<file path="config.mk">
export PLATFORM = sky130hd
export DESIGN_NAME = buf_bus_rr_arbiter
export DESIGN_NICKNAME = d
export VERILOG_FILES = /design/src/rtl/buf_bus_rr_arbiter.sv
export SDC_FILE = /design/constraint.sdc
export NUM_CORES = 1
export LEC_CHECK = 0
export ABC_AREA = 1
export BUFFER_PORTS_ARGS = -buffer_cell sky130_fd_sc_hd__buf_2
export CAP_MARGIN = 40
export CORE_ASPECT_RATIO = 0.75
export CORE_UTILIZATION = 25
export CTS_BUF_LIST = sky130_fd_sc_hd__clkbuf_8
export DETAILED_ROUTE_END_ITERATION = 12
export GPL_ROUTABILITY_DRIVEN = 0
export SETUP_SLACK_MARGIN = 0.05
export SLEW_MARGIN = 10
export SYNTH_ARGS = -nofsm -noshare
export SYNTH_HDL_FRONTEND = slang
export SYNTH_SLANG_ARGS = --single-unit
</file>
<file path="constraint.sdc">
create_clock -name clk -period 1.6 [get_ports clk]
set_input_delay 0.08 -clock clk [delete_from_list [all_inputs] [get_ports clk]]
set_output_delay 0.08 -clock clk [all_outputs]
set_load 0.02 [all_outputs]
</file>
<file path="src/rtl/buf_bus_rr_arbiter.sv">
// Round-robin arbiter for a shared registered buffer line: one owner at a time,
// bounded hold time, and a one-cycle turnaround gap between owners.
module buf_bus_rr_arbiter #(
    parameter int N        = 4,
    parameter int DW       = 1,
    parameter int MAX_HOLD = 8,
    localparam int OW      = (N > 1) ? $clog2(N) : 1,
    localparam int HW      = $clog2(MAX_HOLD + 1)
) (
    input  logic            clk,
    input  logic            rst,
    input  logic [N-1:0]    req,
    input  logic [N*DW-1:0] din,
    output logic [N-1:0]    grant,
    output logic [DW-1:0]   bus_out,
    output logic            bus_valid,
    output logic [OW-1:0]   owner
);

    typedef enum logic [1:0] {IDLE, GRANT, GAP} state_t;

    state_t          state_q, state_d;
    logic [N-1:0]    grant_q, grant_d;
    logic [OW-1:0]   owner_q, owner_d;
    logic [OW-1:0]   ptr_q, ptr_d;
    logic [HW-1:0]   hold_q, hold_d;
    logic [DW-1:0]   bus_q, bus_d;
    logic            valid_q, valid_d;

    logic [2*N-1:0]  req_rot_w;
    logic [N-1:0]    req_rot;
    logic            win_found;
    logic [OW-1:0]   win_idx;

    // Rotate requests so bit 0 is the requester at ptr; the first set bit wins.
    assign req_rot_w = {req, req} >> ptr_q;
    assign req_rot   = req_rot_w[N-1:0];

    always_comb begin
        win_found = 1'b0;
        win_idx   = '0;
        for (int k = 0; k < N; k++) begin
            if (!win_found && req_rot[k]) begin
                win_found = 1'b1;
                win_idx   = OW'((int'(ptr_q) + k) % N);
            end
        end
    end

    always_comb begin
        state_d = state_q;
        grant_d = grant_q;
        owner_d = owner_q;
        ptr_d   = ptr_q;
        hold_d  = hold_q;
        case (state_q)
            IDLE, GAP: begin
                if (win_found) begin
                    state_d = GRANT;
                    grant_d = N'(1) << win_idx;
                    owner_d = win_idx;
                    hold_d  = HW'(1);
                end else begin
                    state_d = IDLE;
                    grant_d = '0;
                end
            end
            GRANT: begin
                // Moving ptr past the owner demotes a timed-out requester to lowest priority.
                if (!req[owner_q] || (hold_q == HW'(MAX_HOLD))) begin
                    state_d = GAP;
                    grant_d = '0;
                    ptr_d   = OW'((int'(owner_q) + 1) % N);
                end else begin
                    hold_d  = hold_q + HW'(1);
                end
            end
            default: begin
                state_d = IDLE;
                grant_d = '0;
            end
        endcase
    end

    // Buffer stage follows the registered grant, so data lags grant by one cycle.
    always_comb begin
        valid_d = |grant_q;
        bus_d   = (|grant_q) ? din[owner_q*DW +: DW] : '0;
    end

    always_ff @(posedge clk or posedge rst) begin
        if (rst) begin
            state_q <= IDLE;
            grant_q <= '0;
            owner_q <= '0;
            ptr_q   <= '0;
            hold_q  <= '0;
            bus_q   <= '0;
            valid_q <= 1'b0;
        end else begin
            state_q <= state_d;
            grant_q <= grant_d;
            owner_q <= owner_d;
            ptr_q   <= ptr_d;
            hold_q  <= hold_d;
            bus_q   <= bus_d;
            valid_q <= valid_d;
        end
    end

    assign grant     = grant_q;
    assign bus_out   = bus_q;
    assign bus_valid = valid_q;
    assign owner     = owner_q;

endmodule
</file>
* Yosys cells after proc, flatten, opt, wreduce, memory -nomap -nowiden *
Cells that the tools add are included.

word-level totals
  output and inout bits = 8
  input port bits = 10
  register bits after elaboration = 16

cells by class
  equal/unequal tests = 6
  shift-type cells = 3
  reductions and logical operators = 15
  muxes and demuxes = 20
  order comparisons = 1
  $add $sub $neg = 5

operators by type and width
  cell                                                        number
  two-way mux 4 bit                                           4
  case mux 4 bit (2 select lines)                             2
  two-way mux 2 bit                                           5
  >> shifter 8 x 2 -> 4 bit                                   1
  two-way mux 1 bit                                           7
  != test 2 bit, second input constant                        3
  adder 2 x 1 -> 2 bit, second input constant                 2
  adder 2 bit, second input constant                          2
  adder 4 x 1 -> 4 bit, second input constant                 1
  equality test 4 bit, second input constant                  1
  zero test 1 bit                                             4
  case mux 2 bit (2 select lines)                             1
  AND reduction 2 bit                                         2
  OR reduction 4 bit                                          1
  indexed part select 4 x 3 -> 1 bit                          1
  << shifter 1 x 2 -> 4 bit, first input constant             1
  logical AND 1 bit                                           3
  less-than comparator 2 x 3 -> 1 bit, second input constant  1
  AND reduction 3 bit                                         1
  binary-select mux 1 bit (select 2 bit)                      1
  equality test 2 x 1 -> 1 bit, second input constant         1
  equality test 2 bit, second input constant                  1
  zero test 2 bit                                             1
  nonzero test 2 bit                                          1
  other kinds (2)                                             2

* Logic depth before layout (Yosys ltp) *
Gate-level depths: netlist of the first run.

  depth in word-level cells = 14
  gate-level depth with buffers = 13
  mapped depth without buffers = 12

* Least setup slack after synthesis of the first run *
OpenSTA, ideal clock, no wires.

  path kind = reg-to-reg
  from = reg owner_q[0], in the netlist owner[0]
  to = reg hold_q[2]
  library setup time = 119 ps
  path buffers = 1
  slack = 166 ps
  data arrival time = 1,314 ps
  stages on the path, launching flop included = 10
  clock period less this slack = 1,434 ps
  cells stage by stage = dfrtp_1 -> buf_2 -> a21oi_1 -> o21ai_1 -> nand2_1 -> nand3_2 -> inv_2 -> nand3_1 -> nand2_1 -> a21oi_2

on the way
  cells in the longest elaborated chain, start to end = 6

RTL lines
  item                                     RTL line  source
  start: declaration                       24        logic [OW-1:0] owner_q, owner_d;
  start signal: assignment                 103       owner_q <= owner_d;
  binary-select mux 1 bit (select 2 bit)   70        if (!req[owner_q] || (hold_q == HW'(MAX_HOLD))) begin
  two-way mux 1 bit (not written as such)  70
  zero test 1 bit                          70
  logical OR 1 bit                         70
  != test 2 bit (no source line)           n/a
  AND reduction 3 bit (no source line)     n/a
  end signal: assignment                   105       hold_q <= hold_d;
  end: declaration                         26        logic [HW-1:0] hold_q, hold_d;

No other way between the ends. The select of a mux whose other input is x is not followed.
A chain may end at the register's enable or synchronous reset.

* Final worst setup path of the first run *
  from = reg ptr_q[0]
  to = reg hold_q[0]

on the way
  cells in the longest elaborated chain, start to end = 13

RTL lines
  item                                    RTL line  source
  start: declaration                      25        logic [OW-1:0] ptr_q, ptr_d;
  start signal: assignment                104       ptr_q <= ptr_d;
  >> shifter 8 x 2 -> 4 bit *             36        assign req_rot_w = {req, req} >> ptr_q;
  two-way mux 1 bit                       43        if (!win_found && req_rot[k]) begin
  zero test 1 bit                         43
  logical AND 1 bit                       43
  two-way mux 1 bit                       43
  zero test 1 bit                         43
  logical AND 1 bit                       43
  two-way mux 1 bit                       43
  zero test 1 bit                         43
  logical AND 1 bit                       43
  two-way mux 1 bit *                     43
  != test 2 bit (no source line) *        n/a
  AND reduction 3 bit (no source line) *  n/a

Mark *: on every way between the ends. The rest lies on a longest branch, timed or not.

==> results of run 1 <==
[sequential cells by signal, summed over array words and instances, names as in the netlist]
signal     flops
grant          4
hold_q         4
owner          2
ptr_q          2
state_q        2
bus_out        1
bus_valid      1
[report_power, final]
| part | total [mW] | switching [mW] | internal, mW |
|---|---|---|---|
| logic | 1.71 | 1.11 | 0.596 |
| clock network | 0.357 | 0.138 | 0.218 |
| registers | 0.706 | 0.139 | 0.567 |
[routing by layer]
metal | wire (µm) | vias up | GRT usage [%]
met5 | 0 | - | 0
met2 | 986 | 20 | 16.54
met3 | 109 | 4 | 4.154
li1 | - | 501 | -
met1 | 1210 | 430 | 15.53
met4 | 18 | 0 | 3.968
[worst paths after layout]
path	end	slack (ps)	startpoint
worst max-delay path	hold_q[0]	140	ptr_q[0]
worst min-delay path	bus_out	160	din[1]
worst max register to register	hold_q[0]	140	ptr_q[0]
worst min register to register	grant[1]	510	grant[1]
max in group asynchronous	ptr_q[1]	680	rst
min in group asynchronous	grant[0]	460	rst
[logic make-up (layout without fill, tap and decap cells)]
family / after synthesis / after routing / share of synthesized area, %
buffers and inverters: 24 / 47 / 9.289
AOI/OAI and AO/OA: 13 / 13 / 6.537
DFF: 16 / 16 / 36.70
xor gates and xnor gates: 1 / 1 / 0.8029
adders and majority gates: 2 / 2 / 2.293
and+or+nand+nor: 90 / 90 / 44.38
[cells in the mapped netlist]
cell / instances / area, µm²
sky130_fd_sc_hd__nor2_1: 13 / 48.80
sky130_fd_sc_hd__buf_2: 1 / 5.000
sky130_fd_sc_hd__a21oi_2: 1 / 8.760
sky130_fd_sc_hd__a21oi_1: 3 / 15.01
sky130_fd_sc_hd__nor2_2: 4 / 25.02
sky130_fd_sc_hd__ha_1: 2 / 25.02
sky130_fd_sc_hd__nand2_4: 4 / 45.04
sky130_fd_sc_hd__nand2_2: 5 / 31.28
sky130_fd_sc_hd__inv_2: 5 / 18.77
sky130_fd_sc_hd__o211ai_1: 1 / 7.510
sky130_fd_sc_hd__nor4_1: 1 / 6.260
sky130_fd_sc_hd__nand3_1: 9 / 45.04
sky130_fd_sc_hd__nand3b_4: 1 / 20.02
sky130_fd_sc_hd__nor3_1: 1 / 5.000
sky130_fd_sc_hd__nand2_8: 1 / 20.02
sky130_fd_sc_hd__o21ai_1: 2 / 10.01
sky130_fd_sc_hd__nand2_1: 42 / 157.7
sky130_fd_sc_hd__inv_1: 16 / 60.06
sky130_fd_sc_hd__nand3_2: 5 / 50.05
sky130_fd_sc_hd__nor2_4: 1 / 11.26
sky130_fd_sc_hd__o21ai_0: 6 / 30.03
sky130_fd_sc_hd__inv_4: 1 / 6.260
sky130_fd_sc_hd__dfrtp_1: 16 / 400.4
sky130_fd_sc_hd__buf_6: 1 / 11.26
sky130_fd_sc_hd__xnor2_1: 1 / 8.760
sky130_fd_sc_hd__nand4_1: 3 / 18.77
[worst register-to-register path, stage by stage, from the launching register on]
cell and delay [ps]:
sky130_fd_sc_hd__dfrtp_2 450, sky130_fd_sc_hd__nand2_1 110, sky130_fd_sc_hd__nand2_2 70, sky130_fd_sc_hd__nand2_2 90
sky130_fd_sc_hd__nand2_4 80, sky130_fd_sc_hd__nor2_4 140, sky130_fd_sc_hd__nand3b_4 110, sky130_fd_sc_hd__nand2_8 110
sky130_fd_sc_hd__nand2_4 60, sky130_fd_sc_hd__nor2_2 70, sky130_fd_sc_hd__nor2_1 40
[final cells by class]
class                      instances  area, µm²  area share (%)
clock buffer                       4      55.05           4.143
inverter                          22      87.58           6.591
multi-input combinational        106      596.8           44.92
sequential                        16      402.9           30.32
tap                               55      68.82           5.179
timing repair buffer              21      117.6           8.851
[what timing repair did]
| item | 4_1_cts | 5_1_grt |
|---|---|---|
| hold buffers | 1 | 0 |
| endpoints found under the setup margin | 0 | 8 |
| hold endpoints to repair | 16 | 0 |
| gates resized for setup | 0 | 4 |
==> impl_summary.md, run 1 <==
Status
The flow ran to the end, and the final reports show no timing, DRC or antenna violations.

Power
Dividing total power by cell area gives a power density of 2086 nW/µm². The sum of internal, switching and leakage power is 2.771 mW. The peak supply drop is 0.5617 mV.

The standby leakage power is 0.7266 nW.

Timing
The final-report max-slew violation count came to 0. The tightest hold path in the finished design has a slack of 157.3 ps. On the final layout, the worst clock skew is 2.977 ps. The achievable clock frequency is 686.2 MHz. In the final timing run, aggregate negative setup slack is 0 ps. The minimum clock period after layout is 1457 ps.

Once routing completed, OpenROAD measured the worst setup slack at 142.7 ps. After layout, the worst path uses 91.08% of the clock period. The final hold violation count was 0.

The slew at the pin closest to its max-slew limit is 644.4 ps. Setup repair after global routing could not meet its margin everywhere. The setup violation total in the final timing report is 0. Headroom to the max-slew limit came out at 56.99%.

Floorplan
From bottom edge to top edge, the die measures 59.21 µm. Once the floorplan was initialized, standard cells occupied between 20% and 30% of the core. Pin placement for this block handled 18 I/O pins. The floorplan has 20 rows. The region available for standard cell placement spans 4129 µm².

The die covers 4635 µm². The die is approximately 78 µm wide.

Clock network
The H-tree depth is 1. The clock net sink count is 16. In this run the deepest clock path goes through 2 buffers. The cell sitting at the root of the clock tree is a sky130_fd_sc_hd__clkbuf_8.

Post-CTS timing repair inserted 0 buffers for setup. TritonCTS created 3 clock buffers. The clock transition at the registers of the reported paths is around 60 ps. At the later pin of the worst-skew pair, clock insertion delay measures 250 ps. TritonCTS built the clock tree.

Worst setup path
The kind of start point of the critical path is a flop. The worst-case reg-to-reg path depth is 10. The signal arrival time at the worst endpoint is around 1600 ps. The maximum fanout encountered on the critical timing path is 9.

For this design, the slowest cell found on the critical path is sky130_fd_sc_hd__dfrtp_2. The family with the most delay on the worst path is simple AND/OR/NAND/NOR gates. The classification of the worst setup path is reg2reg. In this run the number of cells on the critical path is 10.

The worst setup path is captured at a flop. The count of buffering cells on the critical path with inverters included is 0. Walking the worst path, the cells encountered are nand2_1, nand2_2, nand2_2, nand2_4, nor2_4, nand3b_4, nand2_8, nand2_4, nor2_2, nor2_1. The required time at the endpoint of the critical path is ~1700 ps. The biggest cell delay along the critical path is approximately 450 ps.

Global routing
The number of global-route vias before repair came to 824. For this run the aggregate overflow at the end of global routing stands at 0. The global-route usage over all layers is between 10% and 20%.

The first global-routing pass estimated ~3900 µm of wire. Entering global routing, the biggest net connects 17 pins. The initial antenna violation count is 0.

Final layout
The final cell utilization of the core is 32.18%. The filler cell count is 448. The area growth from synthesis to layout is 21.79%. The number of antenna diodes in the final layout is 0. The final cell count without fillers is between 200 and 250. Cells with a size suffix above 1 make up 31.95% of the layout.

Leaving out fill and tap cells, the most frequent cells in the layout are sky130_fd_sc_hd__nand2_1 (42), sky130_fd_sc_hd__buf_2 (17), sky130_fd_sc_hd__inv_1 (16). Once layout is done, the placed cells without fillers occupy 1329 µm². The library cell used most frequently in the layout, excluding fill and tap cells, is sky130_fd_sc_hd__nand2_1.

The net count of the finished layout is around 180.

Synthesis
The mean instance size in the synthesized netlist is 7.473 µm². After synthesis, the netlist uses 26 different library cells. The post-synthesis cell area is between 1000 and 1500 µm².

The number of synthesis warnings is 0. The number of synthesized register bits is 16. The share of the Yosys chip area taken by registers is 36.70%. When the netlist entered floorplanning its net count stood at roughly 160. The gate count of the mapped netlist is between 100 and 150.

Placed design
Summed over all nets, the half-perimeter wirelength after detailed placement is 1882 µm. The placed instance count is 219. Timing analysis after detailed placement gives a worst setup slack of 113.0 ps. The count of port buffers added during placement is 17. The placed cell area is roughly 1300 µm².

Route
The remaining routing DRC violations is 0. After detailed routing, the average wire length per cell comes to 10.38 µm. The detail route stage leaves a number of antenna-violating nets equal to 0. The routed layout has ~960 vias.

After the first detailed-routing iteration, the DRC count stood at 48. Summed over all layers, the routed wires come to 2324 µm. Using the TritonRoute via totals, the vias-per-cell ratio works out to between 4 and 5. The number of detailed-routing iterations run before antenna repair is 4.

Hold path
The type of the most critical hold path is in2reg. The worst hold path cell count is 3.

Job
The reported max-cap violation count is 0.
Power figures use the tool's default switching activity.
==> run 2, diff against run 1 <==
--- a/config.mk
+++ b/config.mk
@@ -13,6 +13,7 @@
 export CTS_BUF_LIST = sky130_fd_sc_hd__clkbuf_8
 export DETAILED_ROUTE_END_ITERATION = 12
 export GPL_ROUTABILITY_DRIVEN = 0
+export RECOVER_POWER = 100
 export SETUP_SLACK_MARGIN = 0.05
 export SLEW_MARGIN = 10
 export SYNTH_ARGS = -nofsm -noshare
==> run 2 against run 1 <==
Core utilization is 0.36 points lower. First-iteration DRC count stayed put. Sequential share of layout area is 0.35 points higher. Clock skew is 0.97 ps higher. Hold slack worse by 1.2 ps. Wire length hardly changed. Total power is 1.3% lower. Highest routed layer unchanged.
==> impl_summary.md, run 2 (same netlist as run 1, synthesis figures left out) <==
Final layout
The count of nets after finishing is 182 (unchanged). Highest-count cells in the layout ignoring fill and taps: sky130_fd_sc_hd__nand2_1 (42), sky130_fd_sc_hd__inv_1 (16), sky130_fd_sc_hd__nor2_1 (14), sky130_fd_sc_hd__dfrtp_1 (14), sky130_fd_sc_hd__buf_2 (10) (was sky130_fd_sc_hd__nand2_1 (42), sky130_fd_sc_hd__buf_2 (17), sky130_fd_sc_hd__inv_1 (16)). The area of the multi-input gates is 594.3 µm² (was 596.8 µm²).

The share of cells above drive strength 1 was 26.63% (was 31.95%). The final cell utilization of the core is 31.82% (was 32.18%). The layout overhead on the synthesized area was 20.41% (was 21.79%). The final standard cell area without fillers is 1314 µm² (was 1329 µm²). The filler cell count is 457 (was 448).

The leading cell type in the layout, fill and taps excluded is sky130_fd_sc_hd__nand2_1 (unchanged). The count of inserted antenna diode cells came to 0 (unchanged). The sequential cell area was 402.9 µm² (unchanged).

Status
Status: finished, final reports clean (unchanged).

Worst setup path
The count of buffering cells on the critical path with inverters included is 2 (was 0). The signal arrival time at the worst endpoint is 1690 ps (was 1600 ps). The kind of start point of the critical path is a flop (unchanged).

The biggest cell delay along the critical path is 450 ps (about the same). The element type at the critical path end is a flop (unchanged). The classification of the worst setup path is reg2reg (unchanged). Cell-by-cell listing of the critical path: buf_4, xnor2_1, inv_1, nand2_1, nand3_1, nor2_1, nand3_1, nand2_1 (was nand2_1, nand2_2, nand2_2, nand2_4, nor2_4, nand3b_4, nand2_8, nand2_4, nor2_2, nor2_1). The library cell contributing the largest single delay on the critical path was sky130_fd_sc_hd__dfrtp_2 (unchanged). The maximum fanout encountered on the critical timing path came to 7 (was 9). The family with the most delay on the worst path is simple AND/OR/NAND/NOR gates (unchanged).

The required time at the endpoint of the critical path is 1790 ps (was 1740 ps).

Hold path
The type of the most critical hold path is in2reg (unchanged).

Global routing
The pin count of the biggest net entering global routing is 17 (unchanged). The number of global-route vias before repair is 824 (unchanged). The global-route wire length before repair is 3864 µm (unchanged).

The global-route usage over all layers is 11.37% (unchanged). The initial antenna violation count is 0 (unchanged). The overflow left after global routing came to 0 (unchanged).

Route
The final antenna-violating net count is 0 (unchanged). The number of vias per cell is 4.263 (unchanged). The remaining routing DRC violations is 0 (unchanged).

The sum of routed wire length over all layers is 2325 µm (was 2324 µm). The number of detailed-routing iterations run before antenna repair is 4 (unchanged). The via count is 955 (unchanged). The post-detailed-route wirelength per cell is 10.38 µm (about the same). The DRC violation total after the first TritonRoute iteration is 48 (unchanged).

Clock network
The TritonCTS clock tree is built (unchanged). The clock root buffer is sky130_fd_sc_hd__clkbuf_8 (unchanged). The clock tree buffer depth is 2 (unchanged). The post-CTS setup buffer count is 0 (unchanged).

The clock net sink count is 16 (unchanged). The clock transition at the registers of the reported paths is 60 ps (about the same). The H-tree depth came to 1 (unchanged). The total clock buffers created by CTS is 3 (unchanged). The clock latency of the later-clocked register in the worst-skew pair is 250 ps (about the same).

Floorplan
The number of top-level pins is 18 (unchanged). The chip width came to 78.28 µm (unchanged). The starting density of the core is 26.42% (unchanged).

The placeable core region came to 4129 µm² (unchanged). The count of standard-cell rows is 20 (unchanged). The die area is 4635 µm² (unchanged). The height of the chip came to 59.21 µm (unchanged).

Timing
The accumulated negative setup slack was 0 ps (unchanged). The minimum clock period after layout is 1493 ps (was 1457 ps). The fraction of the cycle the final worst path needs is 93.29% (was 91.08%). The worst clock skew on the final layout came to 3.947 ps (was 2.977 ps).

Setup repair after global routing missed its margin: yes (unchanged). The setup violation total in the final timing report came to 0 (unchanged). The final hold violation count is 0 (unchanged). The slew at the pin closest to its max-slew limit came to 645.4 ps (was 644.4 ps).

The final-report max-slew violation count is 0 (unchanged). The tightest slew margin relative to the limit is 56.93% (was 56.99%). The final setup slack of the worst path came to 107.3 ps (was 142.7 ps). The achievable clock frequency was 669.9 MHz (was 686.2 MHz).

Placed design
The setup slack at placement is 113.0 ps (unchanged). The placed cell area was 1251 µm² (unchanged). The count of port buffers added during placement is 17 (unchanged). The post-DP HPWL is 1882 µm (unchanged).

Power
The peak supply drop was 0.5365 mV (was 0.5617 mV). The standby leakage power is 0.6962 nW (was 0.7266 nW). The power per cell area was 2082 nW/µm² (was 2086 nW/µm²). The sum of internal, switching and leakage power was 2.735 mW (was 2.771 mW).

Job
The reported max-cap violation count is 0 (unchanged).
==> run 2: routing by layer <==
layer / track usage (%) / share of wire (%) / vias to the layer above
met1: 15.53 / 52 / 430
met4: 3.968 / 0.77 / 0
met3: 4.154 / 4.9 / 4
met5: 0 / 0 / -
li1: - / - / 501
met2: 16.54 / 42 / 20
==> run 2: per-stage QoR <==
stage	hold WS, ps	std cells
finish	156.2	224
global route	215.0	224
CTS	161.8	224
detailed placement	203.3	219
global placement	202.8	219
floorplan	-6.261	146
==> run 2: final timing paths <==
check / cells after the start / startpoint / endpoint / slack, ps
setup / recovery: 8 / ptr_q[0] / grant[0] / 110
hold / removal: 3 / din[1] / bus_out / 160
setup reg to reg: 8 / ptr_q[0] / grant[0] / 110
hold reg to reg: 2 / grant[1] / grant[1] / 510
max in group asynchronous: 3 / rst / ptr_q[1] / 680
min in group asynchronous: 3 / rst / grant[0] / 460
==> run 2: what timing repair did <==
action / CTS / global route
resized for setup: 0 / 4
endpoints found under the setup margin: 0 / 8
hold buffers: 1 / 0
endpoints found under the hold margin: 16 / 0
==> run 2: power by group <==
part	switching, mW	internal [mW]	total [mW]
Combinational	1.11	0.563	1.67
Sequential	0.140	0.567	0.707
Clock	0.140	0.218	0.358
==> run 2: final cells by class <==
class | count | area share, %
repair buffers | 21 | 8.000
multi-input cells | 106 | 45.24
well taps | 55 | 5.238
flip-flops and latches | 16 | 30.67
inverters | 22 | 6.667
clock buffers | 4 | 4.190
==> run 2: tightest hold or removal path, delay by kind of cell <==
family	cells	cell delay (ps)
AOI/OAI and AO/OA	2	210
buffers and inverters	1	70
